[src/rtl/even_parity_serial_tx.sv]
// even_parity_serial_tx
//   Accepts a parallel word over valid/ready, computes its even-parity bit and
//   serialises it as: start(0), data LSB-first, parity, stop(1). Each serial
//   bit is held on tx_serial for CLKS_PER_BIT clocks.
//
// Ports
//   clk        system clock, rising edge
//   rst_n      asynchronous active-low reset
//   in_data    word to transmit, sampled only on accept
//   in_valid   in_data is valid
//   in_ready   block can accept a word this cycle (state == IDLE)
//   tx_serial  registered serial line, idles high
//   parity_out even-parity bit of the last accepted word
//   busy       frame in progress
//   done       one-cycle pulse in the first IDLE cycle after STOP
module even_parity_serial_tx #(
  parameter int DATA_WIDTH   = 8,
  parameter int CLKS_PER_BIT = 4
) (
  input  logic                  clk,
  input  logic                  rst_n,
  input  logic [DATA_WIDTH-1:0] in_data,
  input  logic                  in_valid,
  output logic                  in_ready,
  output logic                  tx_serial,
  output logic                  parity_out,
  output logic                  busy,
  output logic                  done
);

  // Timer needs at least one bit even when CLKS_PER_BIT == 1.
  localparam int TW = (CLKS_PER_BIT > 1) ? $clog2(CLKS_PER_BIT) : 1;
  localparam int IW = (DATA_WIDTH > 1)   ? $clog2(DATA_WIDTH)   : 1;

  localparam logic [2:0] IDLE   = 3'd0;
  localparam logic [2:0] START  = 3'd1;
  localparam logic [2:0] DATA   = 3'd2;
  localparam logic [2:0] PARITY = 3'd3;
  localparam logic [2:0] STOP   = 3'd4;

  localparam logic [TW-1:0] TMAX = TW'(CLKS_PER_BIT - 1);
  localparam logic [IW-1:0] IMAX = IW'(DATA_WIDTH - 1);

  logic [2:0]            state_q, state_d;
  logic [TW-1:0]         timer_q, timer_d;
  logic [IW-1:0]         bit_idx_q, bit_idx_d;
  logic [DATA_WIDTH-1:0] shift_q, shift_d;
  logic                  parity_q, parity_d;
  logic                  tx_q, tx_d;
  logic                  done_q, done_d;
  logic                  bit_end;

  assign bit_end = (timer_q == TMAX);

  always_comb begin
    state_d   = state_q;
    timer_d   = timer_q;
    bit_idx_d = bit_idx_q;
    shift_d   = shift_q;
    parity_d  = parity_q;
    done_d    = 1'b0;

    case (state_q)
      IDLE: begin
        timer_d = '0;
        if (in_valid) begin
          state_d   = START;
          shift_d   = in_data;
          parity_d  = ^in_data;
          bit_idx_d = '0;
        end
      end
      START: begin
        if (bit_end) begin
          state_d = DATA;
          timer_d = '0;
        end else begin
          timer_d = timer_q + TW'(1);
        end
      end
      DATA: begin
        if (bit_end) begin
          timer_d = '0;
          if (bit_idx_q == IMAX) begin
            state_d = PARITY;
          end else begin
            bit_idx_d = bit_idx_q + IW'(1);
            shift_d   = shift_q >> 1;
          end
        end else begin
          timer_d = timer_q + TW'(1);
        end
      end
      PARITY: begin
        if (bit_end) begin
          state_d = STOP;
          timer_d = '0;
        end else begin
          timer_d = timer_q + TW'(1);
        end
      end
      STOP: begin
        if (bit_end) begin
          state_d = IDLE;
          timer_d = '0;
          done_d  = 1'b1;
        end else begin
          timer_d = timer_q + TW'(1);
        end
      end
      default: begin
        state_d = IDLE;
        timer_d = '0;
      end
    endcase
  end

  // Line level is decoded from the *next* state so tx_serial is registered
  // yet the start bit appears in the cycle right after the accept edge.
  always_comb begin
    case (state_d)
      START:   tx_d = 1'b0;
      DATA:    tx_d = shift_d[0];
      PARITY:  tx_d = parity_d;
      default: tx_d = 1'b1;
    endcase
  end

  always_ff @(posedge clk or negedge rst_n) begin
    if (!rst_n) begin
      state_q   <= IDLE;
      timer_q   <= '0;
      bit_idx_q <= '0;
      shift_q   <= '0;
      parity_q  <= 1'b0;
      tx_q      <= 1'b1;
      done_q    <= 1'b0;
    end else begin
      state_q   <= state_d;
      timer_q   <= timer_d;
      bit_idx_q <= bit_idx_d;
      shift_q   <= shift_d;
      parity_q  <= parity_d;
      tx_q      <= tx_d;
      done_q    <= done_d;
    end
  end

  assign in_ready   = (state_q == IDLE);
  assign busy       = ~in_ready;
  assign tx_serial  = tx_q;
  assign parity_out = parity_q;
  assign done       = done_q;

endmodule

[config.mk]
export PLATFORM = sky130hd
export DESIGN_NAME = even_parity_serial_tx
export DESIGN_NICKNAME = d
export VERILOG_FILES = /design/src/rtl/even_parity_serial_tx.sv
export SDC_FILE = /design/constraint.sdc
export NUM_CORES = 1
export LEC_CHECK = 0
export BUFFER_PORTS_ARGS = -buffer_cell sky130_fd_sc_hd__buf_2
export CORE_UTILIZATION = 48
export DETAILED_ROUTE_END_ITERATION = 7
export GPL_ROUTABILITY_DRIVEN = 0
export MAX_ROUTING_LAYER = met4
export PLACE_DENSITY_LB_ADDON = 0.25
export SYNTH_ARGS = -nofsm -noshare
export SYNTH_HDL_FRONTEND = slang
export SYNTH_SLANG_ARGS = --single-unit
[constraint.sdc]
create_clock -name clk -period 2.1 [get_ports clk]
set_clock_uncertainty 0.05 [all_clocks]
set_input_delay 0.63 -clock clk [delete_from_list [all_inputs] [get_ports clk]]
set_output_delay 0.63 -clock clk [all_outputs]
set_load 0.01 [all_outputs]
==> results of run 1 <==
-- layout make-up --
class	instances	area share (%)
inverters	2	0.659
multi-input cells	65	40.9
repair buffers	22	11.2
clock buffers	4	2.31
flip-flops and latches	19	42.2
well taps	25	2.75
-- cell usage in the layout, fill, tap and decap left out, types with 2 or more instances in the layout --
cell	netlist	routed
a22o_1	2	2
ha_1	3	3
nand2_1	15	15
buf_4	1	7
dfrtp_2	0	3
xnor2_1	7	7
dfrtp_1	18	15
a22oi_1	6	6
inv_1	2	2
and3_1	4	3
a21oi_1	3	3
mux2_1	2	2
clkbuf_4	0	3
o21ai_0	2	2
nor2_1	3	3
buf_2	3	15
o21ai_1	2	2
o31a_1	2	2
-- worst register-to-register path: stages, from the launching register on --
cell	delay (ns)
dfrtp_1	0.40
ha_1	0.21
ha_1	0.20
nor3_2	0.21
and3_2	0.27
mux2_1	0.33
a22o_1	0.23
-- state kept, by name (all words and copies together) (netlist names) --
signal / count
shift_q: 8
tx_serial: 1
state_q: 3
timer_q: 2
parity_out: 1
bit_idx_q: 3
done: 1
-- metal layers --
layer  up-vias  routed length [um]  track usage (%)
met4         0                  12             3.43
met5         -                   0                -
met1       331                 835             25.2
met3         2                  63             6.92
met2        13                 789             24.4
li1        363                   -                -
-- power by group through the flow --
| stage | combinational (mW) | sequential [mW] | clock, mW |
|---|---|---|---|
| 2_1_floorplan | 0.443 | 0.620 | 0 |
| 3_5_place_dp | 0.537 | 0.675 | 0 |
| 3_3_place_gp | 0.510 | 0.666 | 0 |
| 5_1_grt | 0.667 | 0.674 | 0.203 |
| 4_1_cts | 0.542 | 0.671 | 0.184 |
| 6_report | 0.590 | 0.655 | 0.175 |
-- cells by family after synthesis --
group                    share of synthesized area [%]
AND/OR/NAND/NOR                                   17.7
AO/OA/AOI/OAI                                     15.6
flip-flops                                        48.6
buffers and inverters                             4.59
XOR/XNOR                                          6.25
multiplexers                                      3.44
adder cells (fa/ha/maj)                           3.83
-- timing repair --
| item | in CTS | in global routing |
|---|---|---|
| setup endpoints to repair | 2 | 3 |
| gates resized for setup | 3 | 2 |
| pin swaps | 0 | 0 |
| buffers inserted | 0 | 4 |
-- stage by stage --
step	total power [mW]	hold WS, ns	setup slack, ns	utilization [%]	area (sq um)
floorplan	1.06	0.284	0.118	-	981
global placement	1.18	0.371	0.151	58.9	1070
detailed placement	1.21	0.384	0.0722	58.9	1070
CTS	1.40	0.208	0.00701	60.5	1100
global route	1.54	0.219	0.00671	62.5	1140
finish	1.42	0.197	0.0751	62.5	1140
-- how the worst max path moves through the flow --
stage	to	slack [ns]	cells past startpoint
3_3_place_gp	bit_idx_q[1]	0.15	6
3_5_place_dp	bit_idx_q[1]	0.07	6
2_1_floorplan	bit_idx_q[2]	0.12	7
4_1_cts	in_ready	0.007	3
6_report	in_ready	0.08	3
5_1_grt	in_ready	0.007	3
==> results summary, run 1 <==
After synthesis the cells add up to 981 sq um. The critical setup path kind is flip-flop to output pin. The number of synthesis warnings came out at 0.

The part of the power in registers came out at 46.1%. The ratio of cells with drive above 1 in the final layout is 31.3%. The number of synthesized flops with an enable pin is 0. At the pin with the least slew margin, the transition time is 0.402 ns. The synthesized netlist contains 33 unique library cells. The core region is 1820 sq um. The areal power density over the cells came out at 1250 nW/um^2. The number of CTS-inserted buffers came out at 3.

The antenna cell count came out at 0. The global-route usage over all layers came out at 17.9%. The total of endpoints with negative setup slack in the final report came out at 0. The combinational group share of total power came out at 41.5%. The detailed placer's ending HPWL came out at 1.26 mm. The first-pass iteration count of the detailed router is 4. The count of endpoints failing hold in the final timing report was 0. The synthesized instance count came out at 92. The number of buffers and inverters on the critical path is 2.

For this block, the initial DRC count from the detailed router was 19. The via count of the first global-routing pass is 565. The most used flip-flop cell after synthesis is dfrtp_1. On the worst path, the slowest cell contributes a delay of 0.52 ns. For this block, the routed nets add up to 1.70 mm of wire. The final setup TNS came out at 0 ns. For this configuration, the core starts out at a cell density of 53.9%.

Setup repair after global routing left no endpoint under its margin. The overall die width came out at 47.2 um. The critical path goes through or3_4 > inv_1 > buf_2. Data on the critical path arrives at its endpoint at 1.34 ns. The startpoint identified for the worst register-to-register timing path is bit_idx_q[0]. The minimum clock period after layout came out at 2.02 ns.

Max-cap violations in this run came to 0. The clock tree from TritonCTS is done. The nature of the critical path startpoint is a flip-flop. The async set or reset register ratio after synthesis is 100%.

The floorplan step defined a die boundary enclosing 2230 sq um. After detailed routing, the number of remaining DRC violations is 0. The switching power is 0.519 mW.

The count of input and output buffers is 15. The number of standard cells in the final layout excluding fillers is 137. The maximum clock frequency is 494 MHz. The number of I/O pins came out at 16. The area of the multi-input gates is 465 sq um. Entering global routing, the biggest net connects 20 pins. In this run the vertical extent of the chip is 47.2 um.

Compared with the post-synthesis result, the final layout area differs by 16.1%. Net switching is 36.6% of the power. The deepest clock path buffer count is 2. The worst setup path is captured at an output pin. The number of sinks handled by clock tree synthesis is 19. By count the netlist is led by 18 x dfrtp_1, 15 x nand2_1, 7 x xnor2_1. The insertion delay of the later-clocked pin in the worst-skew pair came out at 0.29 ns. The cell row count came out at 15. The remaining global-route overflow came out at 0. The static leakage came out at 0.568 nW.

The clock edge transition at the registers on the reported setup and hold paths is 0.10 ns. The clock network fraction of total power came out at 12.3%. The max-slew violation count was 0. Clock tree synthesis selected as its root buffer the cell clkbuf_4.

The mean area per synthesized cell is 10.7 sq um. The top fanout value on the critical path is 13. The synthesized design devotes to its leading area cell type 45.9% of total area. The post-synthesis register bit count came out at 19.

The storage element area is 480 sq um. The global-route wire length before repair is 2.58 mm. The count of hold buffers inserted by post-cts repair is 0. The gate family responsible for the most delay along the worst path is flip-flops.

The startpoint of the most critical setup path is state_q[1]. The logic depth of the worst register-to-register path came out at 6. The largest voltage drop on the vdd net came out at 760 uV.

The portion of the clock cycle consumed by the worst path in the final layout is 96.4%. The placed cell count came out at 129. The number of filler instances in the final layout came out at 158.

The flow ran to the end, and the final reports show no timing, DRC or antenna violations. The final net count is 127. The net count after synthesis came out at 106.

The worst register-to-register path ends at bit_idx_q[1]. On the critical path, the stage with the largest delay is an instance of dfrtp_2. Dividing the detail-routed wire length by the instance count gives 12.4 um. The initial antenna violation count is 0. The routed via count came out at 709. The number of antenna-violating nets in the routed design is 0. The portion of the post-synthesis area used by sequential elements is 48.6%. Cell internal power was estimated by the tool at 0.901 mW.

By instance count, the leading cell after synthesis is dfrtp_1. Sorting the synthesized cells by area gives the leading types as dfrtp_1 46%, xnor2_1 6.3%, nand2_1 5.7%. The largest total area in the synthesized netlist belongs to dfrtp_1. In this run the tightest slew margin relative to its limit is 73.2%. The number of H-tree levels is 1.

The type of the tightest min-delay check is input port to asynchronous set/reset pin. The worst setup slack for register-to-register paths is 0.09 ns. The via density per instance came out at 5.18. The required arrival time at the worst endpoint is 1.42 ns.
No activity file was read; power rests on OpenSTA's default activity.
==> inputs of run 2 (changes only) <==
- CORE_UTILIZATION: 48 -> 58
- clock period: 2.1 -> 2.44 ns (I/O delays scaled with it)
==> run 2 against run 1 <==
Effect of this change: combinational power fell by 23%; clock power shrank 10%; final cell count shrank 9.5%; setup slack better by 0.13 ns; flip-flop and latch count did not move; die area shrank 17%; cell area decreased by 4.5%; highest routed layer unchanged.
==> results summary, run 2 (same netlist as run 1, synthesis figures left out) <==
The number of antenna-violating nets in the routed design is 0. The most common cell after layout, fill and taps aside is dfrtp_1. The deepest clock path buffer count is 2. The final layout contains 123 nets. During I/O placement, the number of pins put on the boundary was 16. The count of buffers added on input and output ports is 15. Data arrives at the worst endpoint at 1.46 ns. In this run the tightest slew margin relative to its limit is 72.7%. The initial antenna violation count came out at 0. Summed over all layers, the global routing overflow is 0. Ranked by flip-flop count, first place goes to shift_q. The required arrival time at the worst endpoint came out at 1.66 ns. The post-cts repair resize count is 0. The number of antenna diodes in the final layout is 0. The cell row count came out at 14.

The areal power density over the cells is 1090 nW/um^2. Hold repair after CTS inserted 0 buffers. The number of CTS-inserted buffers came out at 3. The clock edge transition at the registers on the reported setup and hold paths came out at 0.10 ns. The floorplan die height came out at 43.1 um.

Walking the worst path, the cells encountered are or3_1 > inv_1 > buf_2. The final routed wire length divided by cell count came out at 13.7 um. Setup violations remaining at the end of the flow were counted as 0.

The remaining routing DRC violations is 0. The largest voltage drop on the vdd net came out at 685 uV. The met3 routed wirelength came out at 79 um. Dividing the final minimum period by the clock period gives 91.8%. The worst stage delay on the critical path is 0.53 ns. The minimum clock period after layout came out at 2.24 ns.

The routed metal-1 wirelength came out at 810 um. At the pin with the least slew margin, the transition time is 0.410 ns. The slowest cell on the critical path is dfrtp_1. Across the whole layout, storage elements account for 477 sq um.

The global-route wire length before repair is 2.82 mm. The largest registers in the layout are shift_q (8), bit_idx_q (3), state_q (3). The area of the multi-input gates came out at 459 sq um. The max-slew violation count was 0. The largest net degree at the start of global routing came out at 20. The worst setup path is launched from a flip-flop. The maximum clock frequency came out at 447 MHz. Of all nets on the critical path, the largest fanout is 11.

The static leakage came out at 0.550 nW. The via density per instance is 5.75. The placed cell count is 120. The via count of the first global-routing pass is 686. The count of endpoints failing hold in the final timing report is 0.

The detailed router used layers up to and including met4. The clock tree from TritonCTS is done. For this run, the detailed router's first-pass iteration total came to 4. The number of H-tree levels is 1. The total power is 1.19 mW.

The worst hold path belongs to the class input port to asynchronous set/reset pin. The initial utilization of the core area, before any placement, comes to 63.6%. The worst setup path is captured at an output pin. The cell chosen for the clock root is clkbuf_4.

In the layout the commonest cells are 18 x dfrtp_1, 15 x nand2_1, 15 x buf_2. Across the run, the number of max-cap violations was 0. The floorplan step defined a die boundary enclosing 1860 sq um. The global-route usage over all layers came out at 20.8%. The register with the most flip-flops in the layout has 8 of them.

The overall die width is 43.1 um. The number of setup buffers added after CTS is 0. The routed via count came out at 713. Setup repair after global routing left no endpoint under its margin.

The sum of routed wire length over all layers came out at 1.70 mm. The critical setup path kind is flip-flop to output pin. The core box area came out at 1540 sq um. The number of filler instances in the final layout is 107.

The amount of wire on met2 after detailed routing is 784 um. In this run the register-to-register setup slack is 0.45 ns. The number of sinks handled by clock tree synthesis came out at 19. The later pin in the worst-skew pair is clocked with a latency of 0.29 ns. In this run the critical register-to-register path is launched from bit_idx_q[0]. The first-iteration detailed-routing DRC count is 18.

The ratio of cells with drive above 1 in the final layout came out at 24.1%. The run finished with clean final reports. The detailed placer's ending HPWL came out at 1.23 mm. The number of standard cells in the final layout excluding fillers is 124.

Tracing the worst setup path back leads to its startpoint at state_q[0]. The area growth from synthesis to layout is 10.8%. For the final routed database, the setup TNS stands at 0 ns.
[run 2: cell count changes in the layout (fill, tap and decap cells not counted), sizes merged]
cell,before,now
buf,22,18
[run 2: critical path: cells and delay by family, from the launching register on]
family                 cells  cell delay, ns
DFF                        1            0.53
and+or+nand+nor            1            0.45
buffers and inverters      2            0.18
[run 2: area by class of cell]
class	count	share of cell area, %
sequential	19	43.8
multi-input combinational	65	42.2
timing repair buffer	18	8.98
clock buffer	4	2.42
tap	16	1.84
inverter	2	0.690
[run 2: metrics by stage]
stage | area (sq um) | hold WS (ns) | util (%) | setup slack (ns)
6_report | 1090 | 0.300 | 70.5 | 0.201
5_1_grt | 1090 | 0.332 | 70.5 | 0.129
4_1_cts | 1090 | 0.313 | 70.5 | 0.201
3_5_place_dp | 1060 | 0.377 | 68.8 | 0.428
3_3_place_gp | 1060 | 0.372 | 68.8 | 0.473
2_1_floorplan | 981 | 0.362 | - | 0.458
[run 2: power breakdown]
part,internal [mW],leakage [nW],switching (mW),total [mW]
combinational,0.225,0.299,0.230,0.455
clock,0.0636,0.0150,0.0938,0.157
sequential,0.455,0.236,0.118,0.573
[run 2: metal layers]
layer / vias to the layer above / GRT usage (%)
li1: 357 / -
met1: 331 / 27.3
met3: 4 / 2.98
met4: 0 / 11.5
met2: 21 / 31.0
met5: - / -
[run 2: path summary, 6_finish.rpt]
kind / endpoint / cells after the start
max: in_ready / 3
min: shift_q[0] / 1
max reg2reg: bit_idx_q[1] / 6
min reg2reg: timer_q[0] / 1
max in group asynchronous: tx_serial / 1
min in group clk: timer_q[0] / 1
